==> src/rtl/dlx_fwd_ctrl.sv <==
// Operand-forwarding select and load-use stall control for the 5-stage DLX pipeline.
// Shadows EX/MEM/WB destination info internally and counts stall cycles (saturating).
module dlx_fwd_ctrl #(
   parameter int unsigned REG_AW = 5,
   parameter int unsigned CNT_W  = 16
) (
   input  logic              clk,
   input  logic              rst_n,
   input  logic              en,
   input  logic              flush,
   input  logic              id_valid,
   input  logic [REG_AW-1:0] id_rs1,
   input  logic [REG_AW-1:0] id_rs2,
   input  logic              id_rs1_used,
   input  logic              id_rs2_used,
   input  logic [REG_AW-1:0] id_rd,
   input  logic              id_wr_en,
   input  logic              id_is_load,
   output logic [1:0]        fwd_sel_a,
   output logic [1:0]        fwd_sel_b,
   output logic              stall,
   output logic [CNT_W-1:0]  stall_cnt
);

   localparam logic [1:0] SelRf  = 2'b00;
   localparam logic [1:0] SelMem = 2'b01;
   localparam logic [1:0] SelWb  = 2'b10;

   logic              ex_valid_q, ex_rs1_used_q, ex_rs2_used_q, ex_wr_q, ex_load_q;
   logic [REG_AW-1:0] ex_rs1_q, ex_rs2_q, ex_rd_q;
   logic              mem_valid_q, mem_wr_q, mem_load_q;
   logic [REG_AW-1:0] mem_rd_q;
   logic              wb_valid_q, wb_wr_q;
   logic [REG_AW-1:0] wb_rd_q;
   logic [CNT_W-1:0]  stall_cnt_q;

   logic              ex_take;

   // R0 is hard-wired zero, so a write to it never produces a forwardable value.
   function automatic logic stage_writes(input logic              valid,
                                         input logic              wr,
                                         input logic [REG_AW-1:0] rd,
                                         input logic [REG_AW-1:0] r);
      return valid & wr & (rd == r) & (r != '0);
   endfunction

   function automatic logic [1:0] pick_sel(input logic              used,
                                           input logic [REG_AW-1:0] src);
      logic [1:0] sel;
      sel = SelRf;
      if (ex_valid_q && used) begin
         if (stage_writes(mem_valid_q, mem_wr_q, mem_rd_q, src) && !mem_load_q) begin
            sel = SelMem;
         end else if (stage_writes(wb_valid_q, wb_wr_q, wb_rd_q, src)) begin
            sel = SelWb;
         end
      end
      return sel;
   endfunction

   always_comb begin
      fwd_sel_a = pick_sel(ex_rs1_used_q, ex_rs1_q);
      fwd_sel_b = pick_sel(ex_rs2_used_q, ex_rs2_q);
   end

   always_comb begin
      stall = 1'b0;
      if (id_valid && !flush && ex_load_q) begin
         stall = (id_rs1_used && stage_writes(ex_valid_q, ex_wr_q, ex_rd_q, id_rs1)) ||
                 (id_rs2_used && stage_writes(ex_valid_q, ex_wr_q, ex_rd_q, id_rs2));
      end
   end

   assign ex_take   = id_valid & ~stall & ~flush;
   assign stall_cnt = stall_cnt_q;

   always_ff @(posedge clk or negedge rst_n) begin
      if (!rst_n) begin
         ex_valid_q    <= 1'b0;
         ex_rs1_q      <= '0;
         ex_rs2_q      <= '0;
         ex_rs1_used_q <= 1'b0;
         ex_rs2_used_q <= 1'b0;
         ex_rd_q       <= '0;
         ex_wr_q       <= 1'b0;
         ex_load_q     <= 1'b0;
         mem_valid_q   <= 1'b0;
         mem_rd_q      <= '0;
         mem_wr_q      <= 1'b0;
         mem_load_q    <= 1'b0;
         wb_valid_q    <= 1'b0;
         wb_rd_q       <= '0;
         wb_wr_q       <= 1'b0;
         stall_cnt_q   <= '0;
      end else if (en) begin
         wb_valid_q  <= mem_valid_q;
         wb_rd_q     <= mem_rd_q;
         wb_wr_q     <= mem_wr_q;
         mem_valid_q <= ex_valid_q;
         mem_rd_q    <= ex_rd_q;
         mem_wr_q    <= ex_wr_q;
         mem_load_q  <= ex_load_q;
         if (ex_take) begin
            ex_valid_q    <= 1'b1;
            ex_rs1_q      <= id_rs1;
            ex_rs2_q      <= id_rs2;
            ex_rs1_used_q <= id_rs1_used;
            ex_rs2_used_q <= id_rs2_used;
            ex_rd_q       <= id_rd;
            ex_wr_q       <= id_wr_en;
            ex_load_q     <= id_is_load;
         end else begin
            ex_valid_q    <= 1'b0;
            ex_rs1_q      <= '0;
            ex_rs2_q      <= '0;
            ex_rs1_used_q <= 1'b0;
            ex_rs2_used_q <= 1'b0;
            ex_rd_q       <= '0;
            ex_wr_q       <= 1'b0;
            ex_load_q     <= 1'b0;
         end
         if (stall && (stall_cnt_q != {CNT_W{1'b1}})) begin
            stall_cnt_q <= stall_cnt_q + {{(CNT_W-1){1'b0}}, 1'b1};
         end
      end
   end

endmodule

==> config.mk <==
export PLATFORM = sky130hd
export DESIGN_NAME = dlx_fwd_ctrl
export DESIGN_NICKNAME = d
export VERILOG_FILES = /design/src/rtl/dlx_fwd_ctrl.sv
export SDC_FILE = /design/constraint.sdc
export NUM_CORES = 1
export LEC_CHECK = 0
export ABC_AREA = 0
export BUFFER_PORTS_ARGS = -buffer_cell sky130_fd_sc_hd__buf_2
export CAP_MARGIN = 20
export CORE_UTILIZATION = 55
export CTS_CLUSTER_SIZE = 25
export DETAILED_ROUTE_END_ITERATION = 16
export PLACE_DENSITY_LB_ADDON = 0.08
export REMOVE_ABC_BUFFERS = 1
export SETUP_SLACK_MARGIN = 0.05
export SYNTH_ARGS = -nofsm -noshare
export SYNTH_HDL_FRONTEND = slang
export SYNTH_SLANG_ARGS = --single-unit
==> constraint.sdc <==
create_clock -name clk -period 2.5 [get_ports clk]
set_clock_uncertainty 0.05 [all_clocks]
set_input_delay 0.5 -clock clk [delete_from_list [all_inputs] [get_ports clk]]
set_output_delay 0.5 -clock clk [all_outputs]
set_load 0.05 [all_outputs]
==> qor.csv, run 1 <==
metric;value;unit
Synth area leaders;dfrtp_1, xnor2_1, xor2_1;
top cell type's share of synthesized area;51.5;%
RSZ-0062 raised after global routing;yes;
Final Power;1630;uW
worst setup path start;ex_wr_q$_DFFE_PN0P_;
CP Launch Type;register;
Multi-input gate area;1170;um^2
simple logic cell fraction of the synthesized area;15.2;%
Lkg Pwr;0.00155;uW
All-Layer GR Usage;24.1;%
synthesized cell area;2480;um^2
CP endpoint kind;output pin;
fin crit period;2640;ps
Cells after DPL;320;
drt drc;0;
mux cell area share after synthesis;7.27;%
register area share after synthesis;51.5;%
TritonCTS buffer count;5;
crit path max-delay cell type;or4_4;
power per standard cell area;532;nW/um^2
Max VDD drop;349;uV
Synth Area in XOR/XNOR;15.2;%
final worst setup slack;-140;ps
Post-DRT Antenna Nets;0;
Antenna Cells;0;
failing checks;negative setup slack;
chip height;69.1;um
Die ar.;4780;um^2
Adder-Cell Fraction of Synth Area;0.505;%
CTS Buffer Depth;2;
clock-pin slew on the worst setup and hold paths;90;ps
Die W;69.1;um
dpl ws;-124;ps
fin cells;334;
initial DRC count;44;
initial antenna violation count;0;
worst-path fanout max;3;
GP Congestion;0.828;
final setup fails;1;
total of max-cap violations;0;
DRT Pass-1 Iters;5;
vias;1857;
Max-slew headroom;48.5;%
Fin. Hold Viols;0;
FF-to-FF Start;ex_wr_q$_DFFE_PN0P_;
setup TNS;-140;ps
CTS tree;built;
CTS Sinks;51;
wire per inst;16.3;um
Synthesis Warnings;0;
post-synthesis register bit count;51;
layout cell share with drive strength beyond 1;37.6;%
max incr delay on CP;560;ps
io pins;45;
synthesized area per cell;11.6;um^2
core area;4350;um^2
Crit path required time;1950;ps
Port Buffers;44;
Slew Limit Fails;0;
outcome;finished, violations left;
Netlist cell types;28;
storage element area;1280;um^2
first-pass GRT wire length;9.00;mm
Initial Utilization;56.9;%
row count;24;
fin crit share;106;%
largest net degree at the start of global routing;37;
Area Overhead vs Synth;23.7;%
Worst Tran Pin Value;772;ps
post-synthesis compound-gate area fraction;8.18;%
combinational family with the most area after synthesis;simple AND/OR/NAND/NOR gates;
CTS H-Tree Depth;2;
fin nets;306;
Routed WL;5.44;mm
clk_lat worst skew;300;ps
worst min path class;in -> async;
Synth area leader;dfrtp_1;
hpwl dp;3.95;mm
vias in the first global route;1810;
CP cell instances;nand3_2 > or4_4 > nor4b_4 > nor2_1 > nor3b_2 > buf_6;
Syn Inst Count;214;
DR vias/cell;5.56;
clk root buf;clkbuf_8;
f_max;379;MHz
Hold WS;217;ps
crit path DAT;2090;ps
gr ovfl total;0;
Setup Crit Path Kind;reg -> out;
Fillers;325;
[synthesized netlist by cell type]
library cell	instances
a21o_1	1
or4_4	1
o21ai_0	2
buf_2	1
a22o_1	19
and3_1	3
nand3b_1	1
o21ai_2	1
nand2_1	6
mux2_2	16
inv_1	6
nor3_2	3
or2_2	2
nor3_1	4
nor3b_1	1
nor2_1	13
xor2_1	21
or4_1	3
xnor2_1	22
nand3_1	9
nand4_1	7
nor4b_4	1
nor4_1	9
a21oi_1	2
ha_1	1
dfrtp_1	51
and2_1	1
clkbuf_1	7
[path summary, 6_finish.rpt]
check / end / slack, ps / cells after the start
setup / recovery: stall / -140 / 6
hold / removal: ex_rs2_q[0]$_DFFE_PN0P_ / 220 / 1
setup reg to reg: stall_cnt[10]$_DFFE_PN0P_ / 140 / 8
hold reg to reg: stall_cnt[11]$_DFFE_PN0P_ / 450 / 1
max in group asynchronous: ex_rd_q[1]$_DFFE_PN0P_ / 1540 / 2
min in group clk: ex_load_q$_DFFE_PN0P_ / 360 / 2
[cell type report]
class / instances / share of cell area [%]
inverter: 6 / 0.735
clock inverter: 1 / 0.245
clock buffer: 7 / 3.14
timing repair buffer: 68 / 13.8
sequential: 51 / 41.7
multi-input combinational: 149 / 38.2
tap: 52 / 2.12
[flip-flops by register name (all words and copies together) (netlist names), 5 cells and up]
register / cells
ex_rs1_q: 5
wb_rd_q: 5
ex_rd_q: 5
ex_rs2_q: 5
mem_rd_q: 5
stall_cnt: 16
[placed cells by master, fill, tap and decap left out, drive strengths merged, types with 7 or more instances in the layout]
cell	count
buf	68
dfrtp	51
xnor2	22
xor2	21
a22o	19
mux2	16
nor2	13
nor4	9
nand3	9
nand4	7
clkbuf	7
nor3	7
[power breakdown]
group	leakage [uW]	internal (uW)	switching, uW
logic	0.000815	111	98.0
clock network	0.0000505	252	262
registers	0.000682	865	43.3
[metrics by stage]
stage | cell area [um^2] | utilization [%]
after floorplan | 2450 | -
after global placement | 2890 | 66.3
after detailed placement | 2890 | 66.3
after CTS | 3040 | 69.9
after global routing | 3070 | 70.4
final | 3070 | 70.4
[repair_timing]
action                     CTS  global route
setup endpoints to repair    3             7
setup buffers                5             1
gates resized for setup      5             4
pin swaps                    3             0
hold buffers                 0             0
[kinds of logic after synthesis]
kind of cell | Yosys count
buf+inv | 14
compound gates | 25
xor+xnor | 43
fa+ha+maj | 1
simple gates | 64
mux | 16
flops | 51
[critical path, delay by kind of cell, from the launching register on]
family,cells,cell delay [ps]
and+or+nand+nor,5,1210
buffers and inverters,1,180
DFF,1,390
[layer usage]
| metal | part of all wire [%] | routed length, um | track usage [%] |
|---|---|---|---|
| met4 | 1.4 | 75 | 7.03 |
| met5 | 0 | 0 | 0 |
| met2 | 50 | 2710 | 40.3 |
| met1 | 44 | 2420 | 31.4 |
| met3 | 4.2 | 228 | 5.41 |
(Power assumes the default switching activity.)
==> inputs of run 2 (changes only) <==
==> constraint.sdc (replaced) <==
create_clock -name clk -period 2.5 [get_ports clk]
set_clock_uncertainty 0.05 [all_clocks]
set_input_delay 0.125 -clock clk [delete_from_list [all_inputs] [get_ports clk]]
set_output_delay 0.125 -clock clk [all_outputs]
set_load 0.05 [all_outputs]
==> run 2 against run 1 <==
  * The run now ends clean
  * Utilization fell by 0.55 points
  * Die area did not move
  * Sequential share of layout area rose by 0.28 points
  * Sequential power rose by 0.7%
  * Maximum frequency rose by 12%
  * Global-route usage rose by 0.55 points
  * Cell count fell by 0.90%
  * Critical path type unchanged
==> qor.csv, run 2 (synthesis results as in run 1) <==
metric;value;unit;change
CP Launch Type;register;;
Crit path buffers/inverters;1;;unchanged
Setup Crit Path Kind;reg -> out;;
outcome;finished, final reports clean;;
Slew Limit Fails;0;;unchanged
hpwl dp;3.87;mm;-1.8%
f_max;424;MHz;+12%
chip height;69.1;um;unchanged
Hold Path Depth;2;;
DR vias/cell;5.72;;+2.9%
dpl cell area;2790;um^2;-3.3%
Crit path required time;2330;ps;+380 ps
fin nets;303;;-0.98%
RR Endpoint;stall_cnt[1]$_DFFE_PN0P_;;
fin cells;331;;-0.90%
dpl ws;151;ps;+275 ps
final worst setup slack;143;ps;+283 ps
layout cell share with drive strength beyond 1;32.6;%;-5.0 points
All-Layer GR Usage;24.6;%;+0.55 points
max FFs per register;16;;unchanged
Max-slew headroom;54.6;%;+6.1 points
commonest non-fill, non-tap cells in the layout;dfrtp_1, buf_2, xnor2_1;;
Levels on crit path;6;;unchanged
setup TNS;0;ps;+140 ps
final setup fails;0;;-1
clock-pin slew on the worst setup and hold paths;90;ps;about the same
FF-to-FF Start;ex_rd_q[3]$_DFFE_PN0P_;;
gr ovfl total;0;;unchanged
io pins;45;;unchanged
DRT Pass-1 Iters;4;;-1
reg2reg setup slack;150;ps;about the same
Die ar.;4780;um^2;unchanged
worst-path fanout max;3;;unchanged
fin crit share;94.3;%;-11 points
vias;1893;;+1.9%
most common cell after layout, fill and taps aside;dfrtp_1;;
Post-Route Utilization;69.9;%;-0.55 points
fin crit period;2360;ps;-283 ps
worst min-delay path endpoint;ex_rs1_q[4]$_DFFE_PN0P_;;
initial antenna violation count;0;;unchanged
max incr delay on CP;530;ps;-30 ps
drt drc;0;;unchanged
Final Instance Area;3040;um^2;-0.78%
crit path max-delay cell type;or4_4;;
CP delay by family, top;simple AND/OR/NAND/NOR gates;;
Post-DRT Antenna Nets;0;;unchanged
Routed WL;5.57;mm;+2.4%
first-pass GRT wire length;9.11;mm;+1.2%
Antenna Cells;0;;unchanged
GP Congestion;0.841;;+1.6%
Lkg Pwr;0.00152;uW;-1.7%
Area Overhead vs Synth;22.7;%;
crit path DAT;2180;ps;+90 ps
clk root buf;clkbuf_8;;
Die W;69.1;um;unchanged
power per standard cell area;528;nW/um^2;-0.81%
R2R cell count;7;;-1
row count;24;;unchanged
CTS Buffer Depth;2;;unchanged
Max VDD drop;274;uV;-22%
CTS H-Tree Depth;2;;unchanged
clk_lat worst skew;300;ps;about the same
CP endpoint kind;output pin;;
Worst Tran Pin Value;680;ps;-92.3 ps
largest net degree at the start of global routing;29;;-22%
initial DRC count;99;;+130%
core area;4350;um^2;unchanged
Initial Utilization;56.9;%;unchanged
total of max-cap violations;0;;unchanged
CTS tree;built;;
CP cell instances;xor2_1 > or4_4 > nor4b_4 > nor2_1 > nor3b_2 > buf_4;;
wire per inst;16.8;um;+3.4%
Cells after DPL;309;;-3.4%
hold path startpoint;id_rs1[4];;
Fin. Hold Viols;0;;unchanged
vias in the first global route;1916;;+5.9%
Port Buffers;44;;unchanged
TritonCTS buffer count;5;;unchanged
worst min path class;in -> reg;;
RSZ-0062 raised after global routing;no;;
CTS Sinks;51;;unchanged
run 2: cell types whose count changed in the layout (fill, tap and decap cells not counted), moves of 2 or more:
cell / delta
nor4_1: -2
buf_2: +2
buf_4: -13
dlygate4sd3_1: +10
nor4_2: +2
run 2: worst max-delay path by stage:
| stage | start | endpoint |
|---|---|---|
| floorplan | ex_rs1_q[1]$_DFFE_PN0P_ | fwd_sel_a[1] |
| global placement | id_rs2[0] | stall_cnt[1]$_DFFE_PN0P_ |
| detailed placement | ex_rd_q[3]$_DFFE_PN0P_ | stall_cnt[11]$_DFFE_PN0P_ |
| CTS | ex_rd_q[3]$_DFFE_PN0P_ | stall |
| global route | ex_rd_q[3]$_DFFE_PN0P_ | stall |
| finish | ex_rd_q[3]$_DFFE_PN0P_ | stall |
run 2: stage by stage:
stage	hold slack (ps)	total power, uW
after floorplan	-221	1030
after global placement	79.8	1110
after detailed placement	85.8	1110
after CTS	10.4	1620
after global routing	13.9	1680
final	19.1	1610
run 2: report_power, final:
part | internal, uW | total (uW) | switching [uW] | leakage, uW
registers | 865 | 914 | 48.9 | 0.000684
logic | 106 | 196 | 90.1 | 0.000790
clock network | 227 | 495 | 268 | 0.0000484
total | 1200 | 1610 | 407 | 0.00152
run 2: cell type report:
type	count	area, um^2
Timing Repair Buffer	65	405
Tap cell	52	65.1
Sequential cell	51	1280
Inverter	6	22.5
Clock buffer	7	86.3
Clock inverter	1	8.76
Fill cell	338	1310
Multi-Input combinational cell	149	1180
run 2: repair_timing:
action | CTS | global route
resized for setup | 1 | 4
endpoints found under the setup margin | 1 | 9
endpoints found under the hold margin | 32 | 0
setup buffers | 2 | 2
hold buffers | 10 | 0
pin swaps | 2 | 1
run 2: worst reg2reg max path, stage by stage (launching register included):
cell and delay [ps]:
dfrtp_1 410, xor2_1 170, or4_4 530, nor4b_4 270, buf_4 160, o21ai_2 170, buf_4 220, mux2_2 260
run 2: per-layer routing:
layer  global-route usage (%)  wire length [um]  part of all wire [%]
met1                     31.8              2540                    46
met4                     8.62               110                   2.0
met3                     6.29               196                   3.5
met5                        0                 0                     0
met2                     40.3              2730                    49
==> inputs of run 3 (changes only) <==
MAX_ROUTING_LAYER = met4   (was not set)
==> run 3 against run 2 <==
  * Register-to-register slack about the same
  * Clock power about the same
  * Highest routed layer unchanged
  * Critical path type unchanged
  * Sequential share of layout area unchanged
  * Largest power group unchanged
  * Design area unchanged
  * Largest cell class unchanged
  * Hold slack improved by 2.8 ps
  * Wire length decreased by 0.34%
  * Total power decreased by 0.11%
  * Non-clock buffer count unchanged
==> qor.csv, run 3 (synthesis results as in run 1) <==
metric;value;unit;change
commonest non-fill, non-tap cells in the layout;dfrtp_1, buf_2, xnor2_1;;
dpl ws;151;ps;unchanged
initial antenna violation count;0;;unchanged
final setup fails;0;;unchanged
Antenna Cells;0;;unchanged
Initial Utilization;56.9;%;unchanged
Cells after DPL;309;;unchanged
M1 WL;2.49;mm;-1.9%
Port Buffers;44;;unchanged
drt drc;0;;unchanged
Lkg Pwr;0.00152;uW;unchanged
crit path DAT;2180;ps;about the same
Highest Signal Layer;met4;;
fin cells;331;;unchanged
total of max-cap violations;0;;unchanged
vias in the first global route;1919;;+0.16%
vias;1884;;-0.48%
TritonCTS buffer count;5;;unchanged
worst-path fanout max;3;;unchanged
initial DRC count;78;;-21%
Max VDD drop;274;uV;about the same
row count;24;;unchanged
Die ar.;4780;um^2;unchanged
CTS H-Tree Depth;2;;unchanged
CP delay by family, top;simple AND/OR/NAND/NOR gates;;
wire per inst;16.8;um;-0.34%
crit path max-delay cell type;or4_4;;
RSZ-0062 raised after global routing;no;;
Post-DRT Antenna Nets;0;;unchanged
met2 WL post-DR;2.74;mm;+0.48%
hpwl dp;3.87;mm;unchanged
CTS tree;built;;
gr ovfl total;0;;unchanged
largest net degree at the start of global routing;29;;unchanged
core area;4350;um^2;unchanged
Worst Tran Pin Value;668;ps;-11.3 ps
fin nets;303;;unchanged
setup TNS;0;ps;unchanged
max FFs per register;16;;unchanged
CP Launch Type;register;;
Crit path buffers/inverters;1;;unchanged
Setup Crit Path Kind;reg -> out;;
DR vias/cell;5.69;;-0.48%
Max-slew headroom;55.4;%;+0.75 points
fin crit share;94.3;%;about the same
CP endpoint kind;output pin;;
clk_lat worst skew;300;ps;about the same
chip height;69.1;um;unchanged
CTS Sinks;51;;unchanged
power per standard cell area;527;nW/um^2;-0.11%
fin crit period;2360;ps;+1.21 ps
f_max;424;MHz;about the same
final worst setup slack;142;ps;-1.21 ps
GP Congestion;0.854;;+1.6%
layout cell share with drive strength beyond 1;32.6;%;unchanged
Final Power;1600;uW;-0.11%
worst min path class;in -> reg;;
Routed WL;5.55;mm;-0.34%
Slew Limit Fails;0;;unchanged
first-pass GRT wire length;9.11;mm;about the same
clk root buf;clkbuf_8;;
Die W;69.1;um;unchanged
All-Layer GR Usage;25.4;%;+0.72 points
most common cell after layout, fill and taps aside;dfrtp_1;;
max incr delay on CP;530;ps;about the same
Routed met3 length;212;um;+8.2%
Hold WS;22.0;ps;+2.83 ps
Crit path required time;2330;ps;about the same
io pins;45;;unchanged
clock-pin slew on the worst setup and hold paths;90;ps;about the same
CP cell instances;xor2_1 > or4_4 > nor4b_4 > nor2_1 > nor3b_2 > buf_4;;
outcome;finished, final reports clean;;
DRT Pass-1 Iters;4;;unchanged
Fin. Hold Viols;0;;unchanged
Area Overhead vs Synth;22.7;%;unchanged
CTS Buffer Depth;2;;unchanged
## run 3: per-stage QoR
step | cell area (um^2) | util, %
CTS | 3000 | 69.0
finish | 3040 | 69.9
floorplan | 2450 | -
global placement | 2790 | 64.1
detailed placement | 2790 | 64.1
global route | 3040 | 69.9
## run 3: worst paths after layout
kind / slack [ps] / depth (start not counted) / from / end
max: 140 / 6 / ex_rd_q[3]$_DFFE_PN0P_ / stall
min: 20 / 2 / id_rs1[4] / ex_rs1_q[4]$_DFFE_PN0P_
max reg2reg: 160 / 7 / ex_rd_q[3]$_DFFE_PN0P_ / stall_cnt[1]$_DFFE_PN0P_
min reg2reg: 470 / 1 / stall_cnt[10]$_DFFE_PN0P_ / stall_cnt[10]$_DFFE_PN0P_
max in group asynchronous: 1360 / 3 / rst_n / mem_load_q$_DFFE_PN0P_
min in group asynchronous: 270 / 2 / rst_n / wb_rd_q[4]$_DFFE_PN0P_
## run 3: where the power goes
group / internal, uW / switching, uW
sequential: 865 / 48.5
combinational: 106 / 90.2
clock: 227 / 266
## run 3: repair_timing
| item | 4_1_cts | 5_1_grt |
|---|---|---|
| resized for setup | 1 | 4 |
| endpoints found under the setup margin | 1 | 9 |
| hold buffers | 10 | 0 |
| setup buffers | 2 | 2 |
| hold endpoints to repair | 32 | 0 |
| gates cloned | 0 | 0 |
| pin swaps | 2 | 1 |
## run 3: routing by layer
layer / vias to the layer above / GRT usage, %
li1: 888 / -
met1: 933 / 31.9
met2: 52 / 40.2
met3: 11 / 6.29
met4: 0 / 8.62
met5: - / -
## run 3: area by class of cell
type | instances | area (um^2)
Clock inverter | 1 | 8.76
Timing Repair Buffer | 65 | 405
Tap cell | 52 | 65.1
Sequential cell | 51 | 1280
Inverter | 6 | 22.5
Multi-Input combinational cell | 149 | 1180
Clock buffer | 7 | 86.3
Fill cell | 338 | 1310
